[config.mk]
export PLATFORM = sky130hd
export DESIGN_NAME = seeg_axil_regfile
export DESIGN_NICKNAME = d
export VERILOG_FILES = /design/src/rtl/seeg_axil_regfile.sv
export SDC_FILE = /design/constraint.sdc
export NUM_CORES = 1
export LEC_CHECK = 0
export CORE_AREA = 2 2 454 456
export DETAILED_ROUTE_END_ITERATION = 12
export DIE_AREA = 0 0 456 458
export GPL_TIMING_DRIVEN = 0
export MAX_ROUTING_LAYER = met4
export PLACE_DENSITY_LB_ADDON = 0.05
export SLEW_MARGIN = 20
export SYNTH_ARGS = -nofsm -noshare
export SYNTH_HDL_FRONTEND = slang
export SYNTH_SLANG_ARGS = --single-unit
export TNS_END_PERCENT = 30
[constraint.sdc]
create_clock -name S_AXI_ACLK -period 4.3 [get_ports S_AXI_ACLK]
set_clock_uncertainty 0.05 [all_clocks]
set_input_delay 0.86 -clock S_AXI_ACLK [delete_from_list [all_inputs] [get_ports S_AXI_ACLK]]
set_output_delay 0.86 -clock S_AXI_ACLK [all_outputs]
set_load 0.005 [all_outputs]
[src/rtl/seeg_axil_regfile.sv]
`default_nettype none
// ============================================================================
// Module  : seeg_axil_regfile
// Brief   : AXI4-Lite slave register file for the sEEG top. It holds the
//           command word and the configuration words, drives them flat to the
//           record/stim/zcheck controllers, and returns live status on reads.
//           A 0->1 edge on a low command bit yields a one-cycle strobe.
// Ports   : S_AXI_*    AXI4-Lite slave (ACLK, async active-low ARESETN)
//           status_in  live status word, readable at word 1
//           cfg_flat   all register words, word n at [n*32 +: 32]
//           cmd_pulse  one-cycle command strobes (bits 0..CMD_BITS-1)
// Map     : 0 command (RW), 1 status (RO), 2 VERSION (RO), 3.. config (RW)
// Rev     : 1.0  initial release
// ============================================================================
module seeg_axil_regfile #(
  parameter int          NUM_REGS = 32,
  parameter int          ADDR_W   = 7,
  parameter int          CMD_BITS = 9,
  parameter logic [31:0] VERSION  = 32'h0001_0000
) (
  input  logic                     S_AXI_ACLK,
  input  logic                     S_AXI_ARESETN,
  input  logic [ADDR_W-1:0]        S_AXI_AWADDR,
  input  logic                     S_AXI_AWVALID,
  output logic                     S_AXI_AWREADY,
  input  logic [31:0]              S_AXI_WDATA,
  input  logic [3:0]               S_AXI_WSTRB,
  input  logic                     S_AXI_WVALID,
  output logic                     S_AXI_WREADY,
  output logic [1:0]               S_AXI_BRESP,
  output logic                     S_AXI_BVALID,
  input  logic                     S_AXI_BREADY,
  input  logic [ADDR_W-1:0]        S_AXI_ARADDR,
  input  logic                     S_AXI_ARVALID,
  output logic                     S_AXI_ARREADY,
  output logic [31:0]              S_AXI_RDATA,
  output logic [1:0]               S_AXI_RRESP,
  output logic                     S_AXI_RVALID,
  input  logic                     S_AXI_RREADY,
  input  logic [31:0]              status_in,
  output logic [NUM_REGS*32-1:0]   cfg_flat,
  output logic [CMD_BITS-1:0]      cmd_pulse
);

  localparam int          WORD_W      = ADDR_W - 2;
  localparam logic [31:0] NUM_REGS_W  = 32'(NUM_REGS);
  localparam logic [1:0]  RESP_OKAY   = 2'b00;
  localparam logic [1:0]  RESP_SLVERR = 2'b10;

  // Handshake / response state
  logic                awready_q;   // shared AWREADY/WREADY pulse
  logic                bvalid_q;
  logic [1:0]          bresp_q;
  logic                arready_q;
  logic                rvalid_q;
  logic [1:0]          rresp_q;
  logic [31:0]         rdata_q;
  logic [CMD_BITS-1:0] cmd_pulse_q;

  logic [WORD_W-1:0]   w_aw_word;
  logic [WORD_W-1:0]   w_ar_word;
  logic                w_aw_ok;
  logic                w_ar_ok;
  logic [31:0]         w_rdata_d;
  logic [31:0]         w_word [NUM_REGS];
  logic                w_unused;

  assign w_aw_word = S_AXI_AWADDR[ADDR_W-1:2];
  assign w_ar_word = S_AXI_ARADDR[ADDR_W-1:2];
  assign w_aw_ok   = (32'(w_aw_word) < NUM_REGS_W);
  assign w_ar_ok   = (32'(w_ar_word) < NUM_REGS_W);
  // Byte offset bits are don't-care: every access is a full word.
  assign w_unused  = ^{S_AXI_AWADDR[1:0], S_AXI_ARADDR[1:0]};

  // --------------------------------------------------------------------------
  // Write/read handshakes. A READY pulse is raised only when the channel is
  // idle, so the cycle in which READY is high is the handshake (commit) cycle.
  // --------------------------------------------------------------------------
  always_ff @(posedge S_AXI_ACLK or negedge S_AXI_ARESETN) begin
    if (!S_AXI_ARESETN) begin
      awready_q <= 1'b0;
      bvalid_q  <= 1'b0;
      bresp_q   <= RESP_OKAY;
      arready_q <= 1'b0;
      rvalid_q  <= 1'b0;
      rresp_q   <= RESP_OKAY;
      rdata_q   <= '0;
    end else begin
      awready_q <= S_AXI_AWVALID && S_AXI_WVALID && !bvalid_q && !awready_q;
      if (awready_q) begin
        bvalid_q <= 1'b1;
        bresp_q  <= w_aw_ok ? RESP_OKAY : RESP_SLVERR;
      end else if (bvalid_q && S_AXI_BREADY) begin
        bvalid_q <= 1'b0;
      end

      arready_q <= S_AXI_ARVALID && !rvalid_q && !arready_q;
      if (arready_q) begin
        rvalid_q <= 1'b1;
        rdata_q  <= w_rdata_d;
        rresp_q  <= w_ar_ok ? RESP_OKAY : RESP_SLVERR;
      end else if (rvalid_q && S_AXI_RREADY) begin
        rvalid_q <= 1'b0;
      end
    end
  end

  // Read mux sees the pre-commit register value, so a same-cycle read of a
  // word being written returns the old contents.
  always_comb begin
    w_rdata_d = '0;
    if (w_ar_ok) begin
      for (int n = 0; n < NUM_REGS; n++) begin
        if (w_ar_word == WORD_W'(n)) w_rdata_d = w_word[n];
      end
      if (w_ar_word == WORD_W'(1)) w_rdata_d = status_in;
    end
  end

  // --------------------------------------------------------------------------
  // Register words. Words 1 and 2 have no storage: status is read live and
  // VERSION is a constant; writes to them are accepted and discarded.
  // --------------------------------------------------------------------------
  for (genvar n = 0; n < NUM_REGS; n++) begin : g_word
    if (n == 1) begin : g_status
      assign w_word[n] = '0;
    end else if (n == 2) begin : g_version
      assign w_word[n] = VERSION;
    end else begin : g_rw
      logic        hit;
      logic [31:0] word_q;
      logic [31:0] word_d;

      assign hit = awready_q && (w_aw_word == WORD_W'(n));

      always_comb begin
        word_d = word_q;
        if (hit) begin
          for (int k = 0; k < 4; k++) begin
            if (S_AXI_WSTRB[k]) word_d[8*k +: 8] = S_AXI_WDATA[8*k +: 8];
          end
        end
      end

      always_ff @(posedge S_AXI_ACLK or negedge S_AXI_ARESETN) begin
        if (!S_AXI_ARESETN) word_q <= '0;
        else                word_q <= word_d;
      end

      assign w_word[n] = word_q;

      if (n == 0) begin : g_cmd
        // Strobe only on rising command bits of a committed write.
        always_ff @(posedge S_AXI_ACLK or negedge S_AXI_ARESETN) begin
          if (!S_AXI_ARESETN) cmd_pulse_q <= '0;
          else if (hit)       cmd_pulse_q <= word_d[CMD_BITS-1:0] & ~word_q[CMD_BITS-1:0];
          else                cmd_pulse_q <= '0;
        end
      end
    end

    assign cfg_flat[n*32 +: 32] = w_word[n];
  end

  assign S_AXI_AWREADY = awready_q;
  assign S_AXI_WREADY  = awready_q;
  assign S_AXI_BVALID  = bvalid_q;
  assign S_AXI_BRESP   = bresp_q;
  assign S_AXI_ARREADY = arready_q;
  assign S_AXI_RVALID  = rvalid_q;
  assign S_AXI_RRESP   = rresp_q;
  assign S_AXI_RDATA   = rdata_q;
  assign cmd_pulse     = cmd_pulse_q;

endmodule
`default_nettype wire

-- Word-level counts from Yosys, hierarchy flattened
Cells that the tools add are included.
- flip-flop bits (word level): 1005
- input port bits: 89
- output and inout bits: 1074
- word-level logic and storage cells: 392
- equal/unequal tests: 60
- mux-type cells: 40
- bitwise logic cells: 2
- reductions and logical operators: 164
- operator list (kind ; count):
    32-bit 2-to-1 mux ; 32
    2-bit AND reduction ; 119
    5-bit equality test, second input constant ; 32
    5-bit by 4-bit equality test with 1-bit output, second input constant ; 16
    5-bit by 3-bit equality test with 1-bit output, second input constant ; 8
    1-bit logical AND ; 37
    9-bit 2-to-1 mux ; 2
    5-bit by 2-bit equality test with 1-bit output, second input constant ; 3
    5-bit zero test ; 2
    9-bit bitwise AND ; 1
    9-bit NOT ; 1
    8-bit 2-to-1 mux ; 1
    5-bit by 1-bit equality test with 1-bit output, second input constant ; 1
    1-bit 2-to-1 mux ; 5
    1-bit zero test ; 4
    2-bit nonzero test ; 2

-- Logic depth before layout (Yosys ltp)
Gate-level depths: netlist of the first run.
- word-level depth: 33
- gate-level depth with buffers: 12
- mapped depth without buffers: 7

-- Least setup slack after synthesis of the first run
No wires, ideal clock.
- kind: input -> register
- start: in S_AXI_ARADDR[6]
- end: reg rdata_q[7] (netlist: S_AXI_RDATA[7])
- arrival: 2.474 ns
- required time: 4.118 ns
- setup slack: 1.644 ns
- cell stages on the path: 9
- buffers on the path: 3
- cell sequence: buf_6 > or2_1 > buf_2 > buf_6 > a2111o_1 > a32oi_1 > nor2_1 > o41ai_1 > a21oi_1
- word-level cells in the longest chain between the ends: 33
- ends and longest elaborated chain (element ; line ; text):
    start: declaration ; 33 ; input logic [ADDR_W-1:0] S_AXI_ARADDR,
    5-bit zero test ; 114 ; if (w_ar_word == WORD_W'(n)) w_rdata_d = w_word[n];
    32-bit 2-to-1 mux (31 in a row) ; 114 ;
    32-bit 2-to-1 mux (*) ; 116 ; if (w_ar_word == WORD_W'(1)) w_rdata_d = status_in;
    end signal: assignment ; 100 ; rdata_q <= w_rdata_d;
    end: declaration ; 57 ; logic [31:0] rdata_q;
Every way passes the cells marked *; elsewhere a longest branch is shown, timed or not.
A chain may end at the register's enable or synchronous reset.

-- Worst setup path in the final report of the first run
- start: in S_AXI_ARADDR[2]
- end: reg rdata_q[26] (netlist: S_AXI_RDATA[26])
The elaborated chain is that of the path after synthesis.

==> results.ini, run 1 <==
[clock_tree]
clock_tree.buffer_depth = 3
clk_slew_on_worst_s_h_paths_ns = 0.06
cts.root.buffer_cell = sky130_fd_sc_hd__clkbuf_16
cts_max_level = 4
number_of_cts_inserted_buffers = 134
clk-insertion-delay-late_ns = 0.83
cts_tree = built
clkSinkCount = 1005

[power_and_ir_drop]
leakage_nw = 29.7
ir_worst_vdd_uv = 405
power.density_cell_area_mw_per_mm2 = 408
net-switching-power_mw = 8.31
clock_power_share_pct = 41.7
switching_share_pct = 30.7
power.sequential.fraction_pct = 40.5
p_int_mw = 18.8
power.share.combinational_pct = 17.8
finalPower_mw = 27.1

[final_layout]
layout.nets = 5244
synthToLayoutAreaGrowth_pct = 41.5
post_route_cells_drive_above_1_share_pct = 28.3

[placement]
portBuffers = 1058
routabilityCongestion = 0.925
dp_slack_ns = -1.19
detailed_placement_wirelength_estimate_mm = 285

[critical_path]
crit_required_ns = 4.91
arrival_ns = 5.08
timing_worst_setup_path_type = in2reg
type_of_origin_of_the_critical_path = primary input
crit_fanout = 10
crit_path_end_kind = flip-flop

[synthesis]
syn_inst = 3863
synth.cells.most_frequent = sky130_fd_sc_hd__dfrtp_1 (1005), sky130_fd_sc_hd__mux2_2 (959), sky130_fd_sc_hd__nand2_1 (246)
postSynth.topFlopCell = sky130_fd_sc_hd__dfrtp_1
yosysUniqueCellTypes = 91
post_synth_arst_share_pct = 100
postSynthAreaPerCell_um2 = 12.1
yosys_warnings = 0
synth.yosys.seq_area_share_pct = 53.6
synth-seq-cells = 1005
mappedNetlistArea_mm2 = 0.0469
synth_top_cell_area_share_pct = 53.6
synth_enable_flop_cells = 0
top_area_cells_in_the_synthesized_netlist = sky130_fd_sc_hd__dfrtp_1 (54%), sky130_fd_sc_hd__mux2_2 (23%), sky130_fd_sc_hd__nand2_1 (2.0%), sky130_fd_sc_hd__a21oi_1 (2.0%), sky130_fd_sc_hd__o22ai_1 (1.6%)
synth_area_leader_cell = sky130_fd_sc_hd__dfrtp_1
synthMostInstantiatedCell = sky130_fd_sc_hd__dfrtp_1

[routing]
drtPass1Iterations = 6
drc_errors = 0
vias = 42385
violation_count_after_the_first_detailed_routing_iteration = 4262
viasPerCell = 5.31
wl_per_cell_um = 45.3
wl_mm = 361
ant_nets = 0

[floorplan]
area_of_the_core_region_mm2 = 0.204
fp.dieW_um = 456
core.rowCount = 166
top_level_ports = 1163
starting_utilization_of_the_core_area_pct = 23.0
fp.dieH_um = 458
die_ar_mm2 = 0.209

[global_routing]
grt_start_max_net_pins = 126
globalRouteTotalUtil_pct = 34.6
first_global_vias = 41259
grt_overflow = 0
global_route_wire_length_before_repair_mm = 459
antenna_violations_before_repair = 64

[sta]
max_clk_rate_ghz = 0.224
timing.final.max_slew_violations = 0
min_period_ns = 4.47
tightest_slew_ns = 1.34
setup_repair_after_global_routing_missed_its_margin = yes
hold_viol = 0
timing.slew.headroom_pct = 10.4
final.setup.worst_slack_ns = -0.170
timing.final.setup_violations = 7
share_of_the_clock_period_used_by_the_worst_path_after_layout_pct = 104

[run]
maxCapViolations = 0

[status]
failed_checks = negative setup slack
outcome = finished, violations left

[worst_hold_path]
hp-class = reg2reg

## per-layer routing
layer	share of wire, %	vias to the layer above	wire (um)	global-route usage (%)
met5	0	-	0	-
met4	5.4	0	19500	16.0
met3	6.4	563	23300	6.42
met2	48	2130	172000	55.7
met1	41	22792	147000	42.0
li1	-	16900	-	-
## sequential cells by signal (all words and copies together), names as in the netlist
register / cells
cmd_pulse: 9
g_word.g_rw.word_q: 960
S_AXI_ARREADY: 1
S_AXI_RDATA: 32
S_AXI_RVALID: 1
S_AXI_AWREADY: 1
S_AXI_BVALID: 1
## stage by stage
| step | hold slack, ns | std cells | area [um2] | utilization [%] | TNS (ns) |
|---|---|---|---|---|---|
| floorplan | 0.405 | 3929 | 47100 | - | 0 |
| finish | 0.425 | 7981 | 66300 | 32.6 | -0.663 |
| global placement | 0.411 | 7675 | 61100 | 30.0 | - |
| global route | 0.450 | 7955 | 66300 | 32.5 | -0.0509 |
| CTS | 0.432 | 7939 | 66100 | 32.5 | -0.117 |
| detailed placement | 0.420 | 7702 | 61800 | 30.3 | -41.64 |
## path summary, 6_finish.rpt
| check | from | to | slack [ns] | cells after the start |
|---|---|---|---|---|
| setup reg to reg | S_AXI_AWREADY$_DFF_PN0_ | g_word[28].g_rw.word_q[26]$_DFFE_PN0P_ | 0.56 | 4 |
| setup / recovery | S_AXI_ARADDR[2] | S_AXI_RDATA[26]$_DFFE_PN0P_ | -0.17 | 10 |
| max in group asynchronous | S_AXI_ARESETN | cmd_pulse[2]$_DFF_PN0_ | 1.20 | 6 |
| min in group asynchronous | S_AXI_ARESETN | g_word[28].g_rw.word_q[22]$_DFFE_PN0P_ | 0.53 | 2 |
| hold reg to reg | S_AXI_BVALID$_DFFE_PN0P_ | S_AXI_AWREADY$_DFF_PN0_ | 0.42 | 1 |
| hold / removal | S_AXI_BVALID$_DFFE_PN0P_ | S_AXI_AWREADY$_DFF_PN0_ | 0.42 | 1 |
## power by group through the flow
| stage | Sequential (mW) | Clock, mW | Combinational [mW] |
|---|---|---|---|
| 3_5_place_dp | 11.1 | 0 | 4.76 |
| 5_1_grt | 11.0 | 11.8 | 4.97 |
| 4_1_cts | 10.9 | 11.4 | 4.79 |
| 6_report | 11.0 | 11.3 | 4.81 |
| 3_3_place_gp | 11.2 | 0 | 4.66 |
| 2_1_floorplan | 10.8 | 0 | 1.41 |
## cells by family (layout without fill, tap and decap cells)
group,after synthesis,after routing,synth area share [%]
AND/OR/NAND/NOR,685,685,6.93
other,2,108,0.0160
buffers and inverters,354,1678,3.85
AO/OA/AOI/OAI,829,829,11.9
multiplexers,988,988,23.7
flip-flops,1005,1005,53.6
## layout by cell type, fill, tap and decap left out, types with 11 or more instances in the layout
cell                              netlist  routed
sky130_fd_sc_hd__a211oi_1              38      36
sky130_fd_sc_hd__a21oi_1              184     181
sky130_fd_sc_hd__a221oi_1              50      50
sky130_fd_sc_hd__a222oi_1              17      17
sky130_fd_sc_hd__a22o_1                15      15
sky130_fd_sc_hd__a22oi_1               89      89
sky130_fd_sc_hd__and3_1                21      21
sky130_fd_sc_hd__buf_16                 0      13
sky130_fd_sc_hd__buf_2                 82      83
sky130_fd_sc_hd__buf_4                 80      89
sky130_fd_sc_hd__buf_6                 10      12
sky130_fd_sc_hd__clkbuf_1             156     158
sky130_fd_sc_hd__clkbuf_16              0     135
sky130_fd_sc_hd__clkbuf_2               0      38
sky130_fd_sc_hd__clkbuf_8               0      34
sky130_fd_sc_hd__clkdlybuf4s50_1        0    1057
sky130_fd_sc_hd__clkinv_2               0      13
sky130_fd_sc_hd__conb_1                 2      68
sky130_fd_sc_hd__dfrtp_1             1005    1005
sky130_fd_sc_hd__diode_2                0      40
sky130_fd_sc_hd__mux2_2               959     959
sky130_fd_sc_hd__mux2i_1               24      24
sky130_fd_sc_hd__nand2_1              246     244
sky130_fd_sc_hd__nand2b_1              14      14
sky130_fd_sc_hd__nand3_1               45      44
sky130_fd_sc_hd__nand4_1               11      11
sky130_fd_sc_hd__nor2_1               198     183
sky130_fd_sc_hd__nor2_2                 9      18
sky130_fd_sc_hd__nor2b_1               21      18
sky130_fd_sc_hd__nor3_1                49      47
sky130_fd_sc_hd__nor3b_1               13      13
sky130_fd_sc_hd__o211ai_1              16      16
sky130_fd_sc_hd__o21ai_0              122     118
sky130_fd_sc_hd__o21ai_1               14      18
sky130_fd_sc_hd__o221ai_1              30      30
sky130_fd_sc_hd__o22ai_1              120     120
sky130_fd_sc_hd__o2bb2ai_1             13      13
## worst max-delay path, cell delays in order
cell and delay [ns]:
sky130_fd_sc_hd__clkdlybuf4s50_1 0.49, sky130_fd_sc_hd__buf_4 0.21, sky130_fd_sc_hd__buf_6 0.15, sky130_fd_sc_hd__nor3_4 0.76
sky130_fd_sc_hd__nand2_1 0.40, sky130_fd_sc_hd__clkbuf_1 0.52, sky130_fd_sc_hd__o22ai_1 0.59, sky130_fd_sc_hd__o311ai_1 0.33
sky130_fd_sc_hd__a21oi_1 0.61, sky130_fd_sc_hd__o22ai_1 0.13
## area by class of cell
cell class,count,area (um2)
inverter,13,48.8
sequential,1005,25100
timing repair buffer,1090,11200
clock buffer,208,3990
antenna,40,100
clock inverter,26,251
fill,20823,137000
multi-input combinational,2570,20400
tap,2688,3360
buffer,341,1830
## timing repair
| item | 4_1_cts | 5_1_grt |
|---|---|---|
| endpoints found under the hold margin | 59 | 0 |
| buffers inserted | 2 | 2 |
| setup endpoints to repair | 20 | 17 |
| cloned | 0 | 0 |
| gates resized for setup | 20 | 16 |
| hold buffers | 1 | 0 |
| pin swaps | 1 | 1 |
No activity file was read; power rests on OpenSTA's default activity.
==> run 2, diff against run 1 <==
Settings changed: CORE_AREA 2 2 454 456 to 2 2 449 451, DIE_AREA 0 0 456 458 to 0 0 451 453, PLACE_DENSITY_LB_ADDON 0.05 to unset.
==> results.ini, run 2 (same netlist as run 1, synthesis figures left out) <==
[power_and_ir_drop]
leakage_nw = 29.4  ; -0.95%
power.density_cell_area_mw_per_mm2 = 404  ; -0.99%
finalPower_mw = 26.6  ; -1.7%
ir_worst_vdd_uv = 344  ; -15%

[floorplan]
fp.dieH_um = 453  ; -1.1%
core.rowCount = 164  ; -1.2%
die_ar_mm2 = 0.204  ; -2.2%
area_of_the_core_region_mm2 = 0.199  ; -2.2%
top_level_ports = 1163  ; unchanged
starting_utilization_of_the_core_area_pct = 23.5  ; +0.52 points
fp.dieW_um = 451  ; -1.1%

[routing]
wl_per_cell_um = 47.0  ; +3.8%
vias = 44561  ; +5.1%
drtPass1Iterations = 6  ; unchanged
wl_mm = 372  ; +3.0%
ant_nets = 0  ; unchanged
drc_errors = 0  ; unchanged
viasPerCell = 5.63  ; +5.9%
violation_count_after_the_first_detailed_routing_iteration = 5625  ; +32%

[global_routing]
grt_overflow = 0  ; unchanged
grt_start_max_net_pins = 130  ; +3.2%
global_route_wire_length_before_repair_mm = 469  ; +2.1%
globalRouteTotalUtil_pct = 36.3  ; +1.7 points
antenna_violations_before_repair = 60  ; -6.3%
first_global_vias = 42334  ; +2.6%

[placement]
area_after_detailed_placement_mm2 = 0.0616  ; -0.28%
routabilityCongestion = 1.01  ; +9.3%
portBuffers = 1058  ; unchanged
detailed_placement_wirelength_estimate_mm = 301  ; +5.5%
post-place-cells = 7663  ; -0.51%

[final_layout]
storage_element_area_mm2 = 0.0251  ; unchanged
layout.cell_area.non_filler_mm2 = 0.0658  ; -0.76%
layout.nets = 5219  ; -0.48%
fin_util_pct = 33.0  ; +0.48 points
synthToLayoutAreaGrowth_pct = 40.4
top_register = g_word.g_rw.word_q
largest_register_ffs = 960  ; unchanged
instances_no_fill = 7920  ; -0.76%
layout_commonest_cell = sky130_fd_sc_hd__clkdlybuf4s50_1
multi_input_area_mm2 = 0.0204  ; about the same
num-fill-cells = 20131  ; -3.3%
mostFrequentLayoutCells = sky130_fd_sc_hd__clkdlybuf4s50_1 (1057), sky130_fd_sc_hd__dfrtp_1 (1005), sky130_fd_sc_hd__mux2_2 (959)
post_route_cells_drive_above_1_share_pct = 27.7  ; -0.52 points

[status]
failed_checks = negative setup slack
outcome = finished, violations left

[clock_tree]
cts.root.buffer_cell = sky130_fd_sc_hd__clkbuf_16
post_cts_buffers = 0  ; -2
clk-insertion-delay-late_ns = 0.84  ; about the same
clkSinkCount = 1005  ; unchanged
cts_max_level = 3  ; -1
clk_slew_on_worst_s_h_paths_ns = 0.06  ; about the same
clock_tree.buffer_depth = 3  ; unchanged
number_of_cts_inserted_buffers = 120  ; -10%
cts_tree = built

[critical_path]
crit_required_ns = 4.98  ; +0.07 ns
r2r_start = S_AXI_AWREADY$_DFF_PN0_
arrival_ns = 5.16  ; +0.08 ns
crit_path_end_kind = flip-flop
timing_worst_setup_path_type = in2reg
crit_fanout = 10  ; unchanged
rr_endpoint = g_word[20].g_rw.word_q[25]$_DFFE_PN0P_
setup.reg_to_reg.worst_slack_ns = 0.60  ; +0.04 ns
type_of_origin_of_the_critical_path = primary input
reg2regPathDepth = 5  ; +1

[sta]
max_clk_rate_ghz = 0.223  ; -0.16%
tightest_slew_ns = 1.26  ; -0.0820 ns
setup_repair_after_global_routing_missed_its_margin = yes
share_of_the_clock_period_used_by_the_worst_path_after_layout_pct = 104  ; +0.17 points
hold_viol = 0  ; unchanged
timing.slew.headroom_pct = 15.9  ; +5.5 points
timing.final.max_slew_violations = 0  ; unchanged
timing.final.setup_violations = 19  ; +12
final.setup.worst_slack_ns = -0.178  ; -0.00712 ns
min_period_ns = 4.48  ; +0.00712 ns

[worst_hold_path]
min_delay_worst_endpoint = S_AXI_AWREADY$_DFF_PN0_
min_delay_path_depth = 1  ; unchanged
hp-class = reg2reg
min-delay-start = S_AXI_BVALID$_DFFE_PN0P_

[run]
maxCapViolations = 0  ; unchanged

-- run 2: report_power, final --
| group | switching [mW] | internal [mW] |
|---|---|---|
| Sequential | 0.911 | 10.2 |
| Clock | 4.61 | 5.96 |
| Combinational | 2.86 | 2.10 |
| Total | 8.38 | 18.2 |
-- run 2: how the worst max path moves through the flow --
stage	startpoint	endpoint	cells past startpoint
final	S_AXI_ARADDR[5]	S_AXI_RDATA[18]$_DFFE_PN0P_	10
after global routing	S_AXI_ARADDR[5]	S_AXI_RDATA[18]$_DFFE_PN0P_	10
after CTS	S_AXI_ARADDR[5]	S_AXI_RDATA[14]$_DFFE_PN0P_	9
after detailed placement	S_AXI_ARADDR[5]	S_AXI_RDATA[8]$_DFFE_PN0P_	9
after global placement	S_AXI_ARESETN	g_word[27].g_rw.word_q[21]$_DFFE_PN0P_	1
after floorplan	S_AXI_ARADDR[6]	S_AXI_RDATA[7]$_DFFE_PN0P_	9
-- run 2: metal layers --
metal / global-route usage [%] / wire length (um) / up-vias
met4: 27.0 / 33300 / 0
met5: - / 0 / -
li1: - / - / 16883
met1: 39.1 / 132000 / 23409
met2: 55.8 / 171000 / 3290
met3: 11.7 / 36600 / 979
-- run 2: what timing repair did --
item	4_1_cts	5_1_grt
hold buffers	1	0
gates resized for setup	19	13
setup endpoints to repair	20	14
hold endpoints to repair	76	0
pin swaps	1	0
-- run 2: final cells by class --
cell class                      instances  share of cell area [%]
Tap cell                             2656                    5.05
Multi-Input combinational cell       2570                    31.0
Timing Repair Buffer                 1079                    16.8
Clock buffer                          171                    5.22
Inverter                               13                  0.0741
Buffer                                341                    2.73
Antenna cell                           49                   0.186
Clock inverter                         36                   0.785
Sequential cell                      1005                    38.2
-- run 2: worst max-delay path, stage by stage --
cell                              delay [ns]
sky130_fd_sc_hd__clkdlybuf4s50_1        0.63
sky130_fd_sc_hd__buf_2                  0.32
sky130_fd_sc_hd__nor2_2                 0.48
sky130_fd_sc_hd__clkbuf_1               0.97
sky130_fd_sc_hd__a21oi_1                0.17
sky130_fd_sc_hd__o21ai_0                0.21
sky130_fd_sc_hd__o2bb2ai_1              0.25
sky130_fd_sc_hd__o221ai_1               0.31
sky130_fd_sc_hd__a21oi_1                0.66
sky130_fd_sc_hd__o21a_1                 0.24
-- run 2: stage by stage --
step / hold slack [ns] / setup slack [ns] / setup TNS (ns)
finish: 0.435 / -0.178 / -1.57
global route: 0.446 / -0.0258 / -0.0258
CTS: 0.441 / -0.00178 / -0.00178
detailed placement: 0.413 / -1.49 / -123.86
global placement: 0.406 / -45.74 / -
floorplan: 0.405 / 1.64 / 0
